[config.mk]
export PLATFORM = sky130hd
export DESIGN_NAME = io_input_capture
export DESIGN_NICKNAME = d
export VERILOG_FILES = /design/src/rtl/io_pkg.sv /design/src/rtl/button_debounce.sv /design/src/rtl/io_input_capture.sv
export SDC_FILE = /design/constraint.sdc
export NUM_CORES = 1
export LEC_CHECK = 0
export ABC_CLOCK_PERIOD_IN_PS = 3450
export CELL_PAD_IN_SITES_DETAIL_PLACEMENT = 1
export CELL_PAD_IN_SITES_GLOBAL_PLACEMENT = 2
export CORE_ASPECT_RATIO = 1.2
export CORE_MARGIN = 2
export CORE_UTILIZATION = 23
export CTS_BUF_LIST = sky130_fd_sc_hd__clkbuf_8 sky130_fd_sc_hd__clkbuf_16
export CTS_CLUSTER_DIAMETER = 50
export DETAILED_ROUTE_END_ITERATION = 10
export HOLD_SLACK_MARGIN = 0.05
export PLACE_DENSITY = 0.88
export SYNTH_ARGS = -nofsm -noshare
export SYNTH_HDL_FRONTEND = slang
export SYNTH_SLANG_ARGS = --single-unit
[constraint.sdc]
create_clock -name Clock -period 3.45 [get_ports Clock]
set_input_delay 0.8625 -clock Clock [delete_from_list [all_inputs] [get_ports Clock]]
set_output_delay 0.8625 -clock Clock [all_outputs]
set_load 0.03 [all_outputs]
[src/rtl/io_pkg.sv]
// Shared definitions for the I/O input-capture path: FSM state encoding
// and the width of the processor-side data word.
package io_pkg;

    localparam int DATA_WIDTH = 32;

    typedef enum logic [1:0] {
        IDLE         = 2'd0,
        WAIT_PRESS   = 2'd1,
        DONE         = 2'd2,
        WAIT_RELEASE = 2'd3
    } cap_state_t;

endpackage

[src/rtl/button_debounce.sv]
// Two-flop synchroniser plus counter debouncer for an active-low push-button.
// Emits a one-cycle press_evt when the debounced level goes 1 -> 0.
module button_debounce #(
    parameter int DEBOUNCE_CYCLES = 16
) (
    input  logic clk,
    input  logic rst_n,
    input  logic btn_raw,
    output logic debounced,
    output logic press_evt
);

    localparam int                CNT_W    = $clog2(DEBOUNCE_CYCLES) + 1;
    localparam logic [CNT_W-1:0]  CNT_LAST = CNT_W'(DEBOUNCE_CYCLES - 1);

    logic             sync_p0;
    logic             sync_p1;
    logic [CNT_W-1:0] cnt;

    // Synchroniser: bring the asynchronous button into the clock domain; idles released.
    always_ff @(posedge clk) begin
        if (!rst_n) begin
            sync_p0 <= 1'b1;
            sync_p1 <= 1'b1;
        end else begin
            sync_p0 <= btn_raw;
            sync_p1 <= sync_p0;
        end
    end

    // Debouncer: accept a new level only after it has differed for DEBOUNCE_CYCLES samples.
    always_ff @(posedge clk) begin
        if (!rst_n) begin
            cnt       <= '0;
            debounced <= 1'b1;
            press_evt <= 1'b0;
        end else begin
            press_evt <= 1'b0;
            if (sync_p1 != debounced) begin
                if (cnt == CNT_LAST) begin
                    debounced <= sync_p1;
                    cnt       <= '0;
                    // Only the falling (press) edge is reported; releases are silent.
                    press_evt <= ~sync_p1;
                end else begin
                    cnt <= cnt + 1'b1;
                end
            end else begin
                cnt <= '0;
            end
        end
    end

endmodule

[src/rtl/io_input_capture.sv]
// Input-capture stage ahead of the I/O module: waits for a debounced press of
// the Set button while an IN instruction is pending, latches the switches as a
// 32-bit word and stalls the processor until that word is delivered.
module io_input_capture
    import io_pkg::*;
#(
    parameter int DEBOUNCE_CYCLES = 16,
    parameter int SW_WIDTH        = 13,
    parameter bit SIGN_EXTEND     = 1'b1
) (
    input  logic                  Clock,
    input  logic                  Reset,
    input  logic                  SetRaw,
    input  logic [SW_WIDTH-1:0]   Switches,
    input  logic                  InReq,
    output logic                  Block,
    output logic [DATA_WIDTH-1:0] DataIO,
    output logic                  DataValid,
    output logic                  Waiting
);

    cap_state_t state;
    cap_state_t next_state;
    logic       capture;
    logic       debounced;
    logic       press_evt;

    // Widen the switch bus to the processor word, filling with the top switch or zero.
    function automatic logic [DATA_WIDTH-1:0] extend(input logic [SW_WIDTH-1:0] sw);
        logic fill;
        fill = SIGN_EXTEND ? sw[SW_WIDTH-1] : 1'b0;
        return {{(DATA_WIDTH - SW_WIDTH){fill}}, sw};
    endfunction

    button_debounce #(
        .DEBOUNCE_CYCLES(DEBOUNCE_CYCLES)
    ) u_debounce (
        .clk       (Clock),
        .rst_n     (Reset),
        .btn_raw   (SetRaw),
        .debounced (debounced),
        .press_evt (press_evt)
    );

    // State register.
    always_ff @(posedge Clock) begin
        if (!Reset) begin
            state <= IDLE;
        end else begin
            state <= next_state;
        end
    end

    // Next-state logic; a request withdrawn in the press cycle wins over the capture.
    always_comb begin
        next_state = state;
        capture    = 1'b0;
        case (state)
            IDLE: begin
                if (InReq) begin
                    next_state = WAIT_PRESS;
                end
            end
            WAIT_PRESS: begin
                if (!InReq) begin
                    next_state = IDLE;
                end else if (press_evt) begin
                    capture    = 1'b1;
                    next_state = DONE;
                end
            end
            DONE: begin
                next_state = debounced ? IDLE : WAIT_RELEASE;
            end
            WAIT_RELEASE: begin
                if (debounced) begin
                    next_state = IDLE;
                end
            end
            default: begin
                next_state = IDLE;
            end
        endcase
    end

    // Capture register and delivery strobe; DataIO holds between captures.
    always_ff @(posedge Clock) begin
        if (!Reset) begin
            DataIO    <= '0;
            DataValid <= 1'b0;
        end else begin
            DataValid <= capture;
            if (capture) begin
                DataIO <= extend(Switches);
            end
        end
    end

    assign Block   = InReq & (state != DONE);
    assign Waiting = (state == WAIT_PRESS);

endmodule

==> impl_metrics.csv, run 1 <==
group,metric,value,unit
synthesis,synth-seq-cells,25,
detailed_routing,drt-pass1-iter-count,3,
worst_setup_path,crit_start,"InReq",
power,finalPower,0.511,mW
clock_network,cts.path.max_buffers,2,
job,cap_violations,0,
clock_network,htree_levels,1,
placed_design,place_inst,205,
floorplanning,die_w,65.8,µm
detailed_routing,post_drt_wl_per_cell,10.7,µm
placed_design,globalplace.congestion,0.650,
timing,fin_crit_sh,92.3,%
detailed_routing,initialDrtViolationCount,16,
timing,rsz0062_at_grt,"false",
detailed_routing,drc,0,
global_route,grt_overflow,0,
global_route,grt_pass1_wl,3620,µm
worst_setup_path,crit_slowest_cell,"clkdlybuf4s50_1",
clock_network,cts-root-buf,"clkbuf_8",
floorplanning,initial_core_util,23.5,%
worst_setup_path,critical_path_class,"in2out",
power,p_clk_share,35.5,%
clock_network,tritoncts,"built",
timing,maxSlewHeadroom,62.1,%
timing,max_freq,0.314,GHz
worst_setup_path,required,2.59,ns
timing,setup_ws,0.266,ns
floorplanning,die_y,78.2,µm
worst_setup_path,path_max_fanout,3,
worst_setup_path,start_kind,"input port",
finish,instances_no_fill,209,
timing,worst_pin_slew,0.568,ns
placed_design,dpl-instance-area,1480,µm²
outcome,outcome,"finished, final reports clean",
clock_network,numCtsBuffers,3,
finish,drive_above_1_share,5.30,%
clock_network,cts_resized,0,
clock_network,holdBufCountCts,0,
finish,area_growth,45.1,%
worst_hold_path,hold_start,"u_debounce.sync_p0$_SDFF_PN1_",
placed_design,port-buffer-count,51,
finish,seq_area,500,µm²
floorplanning,die_area,5150,µm²
worst_setup_path,cp.arrival,2.32,ns
synthesis,synthDistinctLibCells,22,
finish,layout.nets,171,
worst_setup_path,crit_path_cell_trace,"clkdlybuf4s50_1 -> a21boi_0 -> clkdlybuf4s50_1",
power,p_comb_share,7.3,%
worst_setup_path,cpMostUsedCell,"clkdlybuf4s50_1",
finish,num-fill-cells,550,
finish,final_cell_mix,"51 x clkdlybuf4s50_1, 25 x dfxtp_1, 15 x nand2_1",
worst_setup_path,crit_path_end_kind,"primary output",
timing,maxSlewViolCount,0,
floorplanning,num_rows,27,
placed_design,hpwl,1700,µm
detailed_routing,vias,868,
synthesis,synth_edf_count,0,
synthesis,seq_area_frac_synth,47.4,%
power,powerDensity,334,nW/µm²
clock_network,worstSkewPairLatency,0.27,ns
global_route,grt_pass1_vias,816,
detailed_routing,drt-total-wl,2240,µm
timing,finalCriticalPeriod,3.18,ns
timing,fin_skew,0.00427,ns
synthesis,synthArstFlopShare,0,%
worst_setup_path,worstReg2RegStart,"u_debounce.cnt[0]$_SDFF_PP0_",
timing,hold_viol_final,0,
timing,setup-violations-final,0,
power,ir_drop,0.132,mV
power,power_frac_seq,57.1,%
finish,multi_input_area,374,µm²
timing,hold-worst-slack,0.424,ns
detailed_routing,viasPerCell,4.15,
worst_hold_path,min_path_type,"reg2reg",
global_route,antenna_found_initial,0,
synthesis,syn_area,1050,µm²
finish,final_core_util,34.1,%
synthesis,synth-main-ff-cell,"dfxtp_1",
worst_setup_path,regToRegSetupSlack,1.90,ns
placed_design,post-place-ws,0.229,ns
detailed_routing,ant_nets,0,
power,p_switching,0.114,mW
global_route,groute.usage.overall,9.07,%
power,leakage,0.568,nW
clock_network,post_cts_buffers,0,
clock_network,path_clk_slew,0.09,ns
clock_network,cts.sinks,25,
synthesis,synth.avg_cell_area,8.86,µm²
worst_setup_path,cpPeakStageDelay,0.70,ns
power,p_int,0.397,mW
finish,final_cell_area,1530,µm²
power,p_sw_share,22.3,%
floorplanning,core_area,4490,µm²
synthesis,yosysWarnings,0,
finish,diodes,0,
finish,final_common_cell,"clkdlybuf4s50_1",
floorplanning,pin_count,52,
synthesis,synthCells,119,
timing,finalSetupTns,0,ns
global_route,grt_max_degree,32,
synthesis,synthesis.nets,138,
## state kept, by name, summed over array words and instances (netlist names)
name	flops
u_debounce.sync_p0	1
u_debounce.press_evt	1
u_debounce.cnt	5
state	2
u_debounce.debounced	1
DataIO	13
u_debounce.sync_p1	1
DataValid	1
## metal layers
layer | wire [µm] | part of all wire (%) | GRT usage [%]
met1 | 858 | 38 | 10.2
met5 | 0 | 0 | 0
met4 | 40 | 1.8 | 5.63
met3 | 157 | 7.0 | 1.72
met2 | 1180 | 53 | 15.5
## power by group through the flow
stage	Combinational (mW)	Sequential [mW]	Clock [mW]
2_1_floorplan	0.0140	0.298	0
3_3_place_gp	0.0366	0.299	0
3_5_place_dp	0.0380	0.299	0
4_1_cts	0.0383	0.292	0.194
5_1_grt	0.0413	0.292	0.203
6_report	0.0375	0.292	0.182
## worst max-delay path: cells and delay by family
kind,cells,cell delay [ns]
AOI/OAI and AO/OA,1,0.21
buffers and inverters,2,1.24
## cells in the mapped netlist, drive strengths merged (2+ instances only)
master / number / area share (%)
o21ai: 13 / 6.2
dfxtp: 25 / 47
a21oi: 2 / 0.95
inv: 4 / 1.4
nand2: 15 / 5.3
buf: 22 / 15
nor2: 7 / 2.5
ha: 2 / 2.4
nand3: 14 / 6.6
xnor2: 2 / 1.7
clkbuf: 2 / 0.71
nand2b: 3 / 1.8
## final timing paths
kind | endpoint | cells past startpoint
setup / recovery | Block | 3
hold / removal | u_debounce.sync_p1$_SDFF_PN1_ | 1
setup reg to reg | u_debounce.cnt[2]$_SDFF_PP0_ | 5
hold reg to reg | u_debounce.sync_p1$_SDFF_PN1_ | 1
## final cells by class
cell class	count	area share, %
clock buffers	3	2.70
clock inverters	1	0.572
inverters	4	0.981
multi-input cells	66	24.4
flip-flops and latches	25	32.7
well taps	58	4.74
repair buffers	52	33.9
## kinds of logic after synthesis
logic type | count (synthesis) | share of synthesized area, %
AOI/OAI and AO/OA | 16 | 7.83
xor gates and xnor gates | 3 | 2.49
adders and majority gates | 2 | 2.37
buffers and inverters | 28 | 17.1
DFF | 25 | 47.4
muxes | 1 | 0.949
and+or+nand+nor | 44 | 21.8
Note: power is estimated with default switching activity, not from simulation.
==> run 2, diff against run 1 <==
--- a/config.mk
+++ b/config.mk
@@ -5,17 +5,17 @@
 export SDC_FILE = /design/constraint.sdc
 export NUM_CORES = 1
 export LEC_CHECK = 0
-export ABC_CLOCK_PERIOD_IN_PS = 3450
+export ABC_CLOCK_PERIOD_IN_PS = 2850
 export CELL_PAD_IN_SITES_DETAIL_PLACEMENT = 1
 export CELL_PAD_IN_SITES_GLOBAL_PLACEMENT = 2
 export CORE_ASPECT_RATIO = 1.2
 export CORE_MARGIN = 2
-export CORE_UTILIZATION = 23
+export CORE_UTILIZATION = 19
 export CTS_BUF_LIST = sky130_fd_sc_hd__clkbuf_8 sky130_fd_sc_hd__clkbuf_16
 export CTS_CLUSTER_DIAMETER = 50
 export DETAILED_ROUTE_END_ITERATION = 10
 export HOLD_SLACK_MARGIN = 0.05
-export PLACE_DENSITY = 0.88
+export PLACE_DENSITY = 0.79
 export SYNTH_ARGS = -nofsm -noshare
 export SYNTH_HDL_FRONTEND = slang
 export SYNTH_SLANG_ARGS = --single-unit
==> constraint.sdc (replaced) <==
create_clock -name Clock -period 2.85 [get_ports Clock]
set_input_delay 0.7125 -clock Clock [delete_from_list [all_inputs] [get_ports Clock]]
set_output_delay 0.7125 -clock Clock [all_outputs]
set_load 0.03 [all_outputs]
==> run 2 against run 1 <==
Critical path depth fell by 2. First-iteration DRC count rose by 140%. Core utilization shrank 5.0 points. Via count shrank 0.23%. Critical path type is now reg2out. Highest routed layer unchanged. Die area rose by 20%. Power rose by 19%. Clock power is 13% higher. Worst setup slack improved by 0.12 ns.
==> impl_metrics.csv, run 2 (synthesis results as in run 1) <==
group,metric,value,unit
floorplanning,die_area,6170,µm²
outcome,outcome,"finished, final reports clean",
power,powerDensity,392,nW/µm²
clock_network,worstSkewPairLatency,0.26,ns
finish,top_register,"DataIO",
power,ir_drop,0.178,mV
worst_setup_path,critical_path_buf_inv_count,1,
detailed_routing,post_drt_wl_per_cell,10.5,µm
global_route,grt_pass1_wl,3640,µm
finish,final_cell_area,1550,µm²
timing,rsz0062_at_grt,"false",
placed_design,globalplace.congestion,0.614,
floorplanning,pin_count,52,
worst_setup_path,path_max_fanout,21,
finish,largest_reg_flops,13,
clock_network,htree_levels,1,
timing,max_freq,0.406,GHz
global_route,grt_overflow,0,
worst_hold_path,min_to,"u_debounce.sync_p1$_SDFF_PN1_",
placed_design,port-buffer-count,51,
clock_network,numCtsBuffers,3,
placed_design,dpl-instance-area,1500,µm²
timing,setup_ws,0.388,ns
worst_setup_path,rr_endpoint,"u_debounce.cnt[2]$_SDFF_PP0_",
finish,final_common_cell,"clkdlybuf4s50_1",
clock_network,path_clk_slew,0.09,ns
finish,instances_no_fill,215,
worst_setup_path,cpPeakStageDelay,0.80,ns
worst_setup_path,critical_path_class,"reg2out",
finish,top_regs,"DataIO (13), u_debounce.cnt (5), state (2)",
timing,fin_skew,0.00384,ns
worst_setup_path,required,2.14,ns
clock_network,cts-root-buf,"clkbuf_8",
finish,multi_input_area,374,µm²
finish,diodes,0,
detailed_routing,drc,0,
worst_hold_path,worst_hold_path.num_cells,1,
finish,seq_area,500,µm²
worst_setup_path,crit_slowest_cell,"clkdlybuf4s50_1",
global_route,grt_pass1_vias,788,
finish,num-fill-cells,625,
placed_design,post-place-ws,0.0315,ns
floorplanning,initial_core_util,19.8,%
placed_design,hpwl,1650,µm
finish,layout.nets,173,
timing,worst_pin_slew,0.565,ns
timing,finalSetupTns,0,ns
worst_setup_path,worstReg2RegStart,"u_debounce.cnt[0]$_SDFF_PP0_",
job,cap_violations,0,
worst_setup_path,reg2regPathDepth,5,
power,leakage,0.588,nW
clock_network,cts.path.max_buffers,2,
detailed_routing,drt-total-wl,2250,µm
clock_network,tritoncts,"built",
timing,maxSlewViolCount,0,
worst_setup_path,crit_path_cell_trace,"clkdlybuf4s50_1",
global_route,grt_max_degree,29,
worst_setup_path,cp.arrival,1.75,ns
clock_network,cts.sinks,25,
detailed_routing,viasPerCell,4.03,
floorplanning,core_area,5330,µm²
global_route,antenna_found_initial,0,
timing,hold_viol_final,0,
floorplanning,num_rows,29,
finish,area_growth,46.7,%
worst_setup_path,start_kind,"flop",
timing,maxSlewHeadroom,62.3,%
detailed_routing,ant_nets,0,
worst_hold_path,hold_start,"u_debounce.sync_p0$_SDFF_PN1_",
timing,finalCriticalPeriod,2.46,ns
worst_hold_path,min_path_type,"reg2reg",
global_route,groute.usage.overall,7.55,%
floorplanning,die_w,72.0,µm
clock_network,holdBufCountCts,0,
detailed_routing,vias,866,
worst_setup_path,regToRegSetupSlack,1.32,ns
detailed_routing,initialDrtViolationCount,38,
worst_setup_path,crit_family,"buffers and inverters",
placed_design,place_inst,211,
worst_setup_path,crit_path_end_kind,"primary output",
finish,drive_above_1_share,5.88,%
timing,setup-violations-final,0,
timing,fin_crit_sh,86.4,%
finish,final_cell_mix,"50 x clkdlybuf4s50_1, 25 x dfxtp_1, 15 x nand2_1",
floorplanning,die_y,85.6,µm
detailed_routing,drt-pass1-iter-count,4,
run 2: cell count changes in the layout (fill, tap and decap cells not counted):
cell	previous run	this run
buf_4	1	3
clkdlybuf4s50_1	51	50
dlymetal6s2s_1	0	1
inv_1	3	4
inv_6	1	0
run 2: layout make-up:
type / instances / area share (%)
clock inverter: 1 / 0.243
inverter: 4 / 0.970
tap: 62 / 5.01
multi-input combinational: 66 / 24.2
clock buffer: 3 / 2.67
sequential: 25 / 32.3
timing repair buffer: 54 / 34.6
run 2: through the flow:
stage	hold WS, ns	power, mW	util (%)
floorplan	0.386	0.378	-
global placement	0.399	0.410	28.1
detailed placement	0.416	0.410	28.1
CTS	0.431	0.624	29.0
global route	0.451	0.642	29.0
finish	0.425	0.607	29.0
run 2: how the worst max path moves through the flow:
stage                      end  depth (start not counted)  slack (ns)               startpoint
detailed placement       Block                          3        0.03                    InReq
finish              DataIO[26]                          1        0.39  DataIO[12]$_SDFFE_PN0P_
global route        DataIO[26]                          1        0.28  DataIO[12]$_SDFFE_PN0P_
floorplan                Block                          1        0.71                    InReq
CTS                      Block                          3        0.03                    InReq
global placement         Block                          3        0.09                    InReq
run 2: what timing repair did:
action / CTS / global route
endpoints found under the setup margin: 0 / 1
setup buffers: 0 / 0
resized for setup: 0 / 1
run 2: where the power goes:
group	internal [mW]	leakage, nW	total (mW)	switching, mW
combinational	0.0288	0.359	0.0474	0.0186
sequential	0.351	0.202	0.353	0.00180
clock	0.0963	0.0269	0.206	0.110
run 2: routing by layer:
metal | up-vias | GRT usage, % | part of all wire (%)
li1 | 436 | - | -
met1 | 390 | 8.54 | 44
met2 | 38 | 13.0 | 47
met3 | 2 | 1.29 | 7.9
met4 | 0 | 4.63 | 1.8
met5 | - | 0 | 0
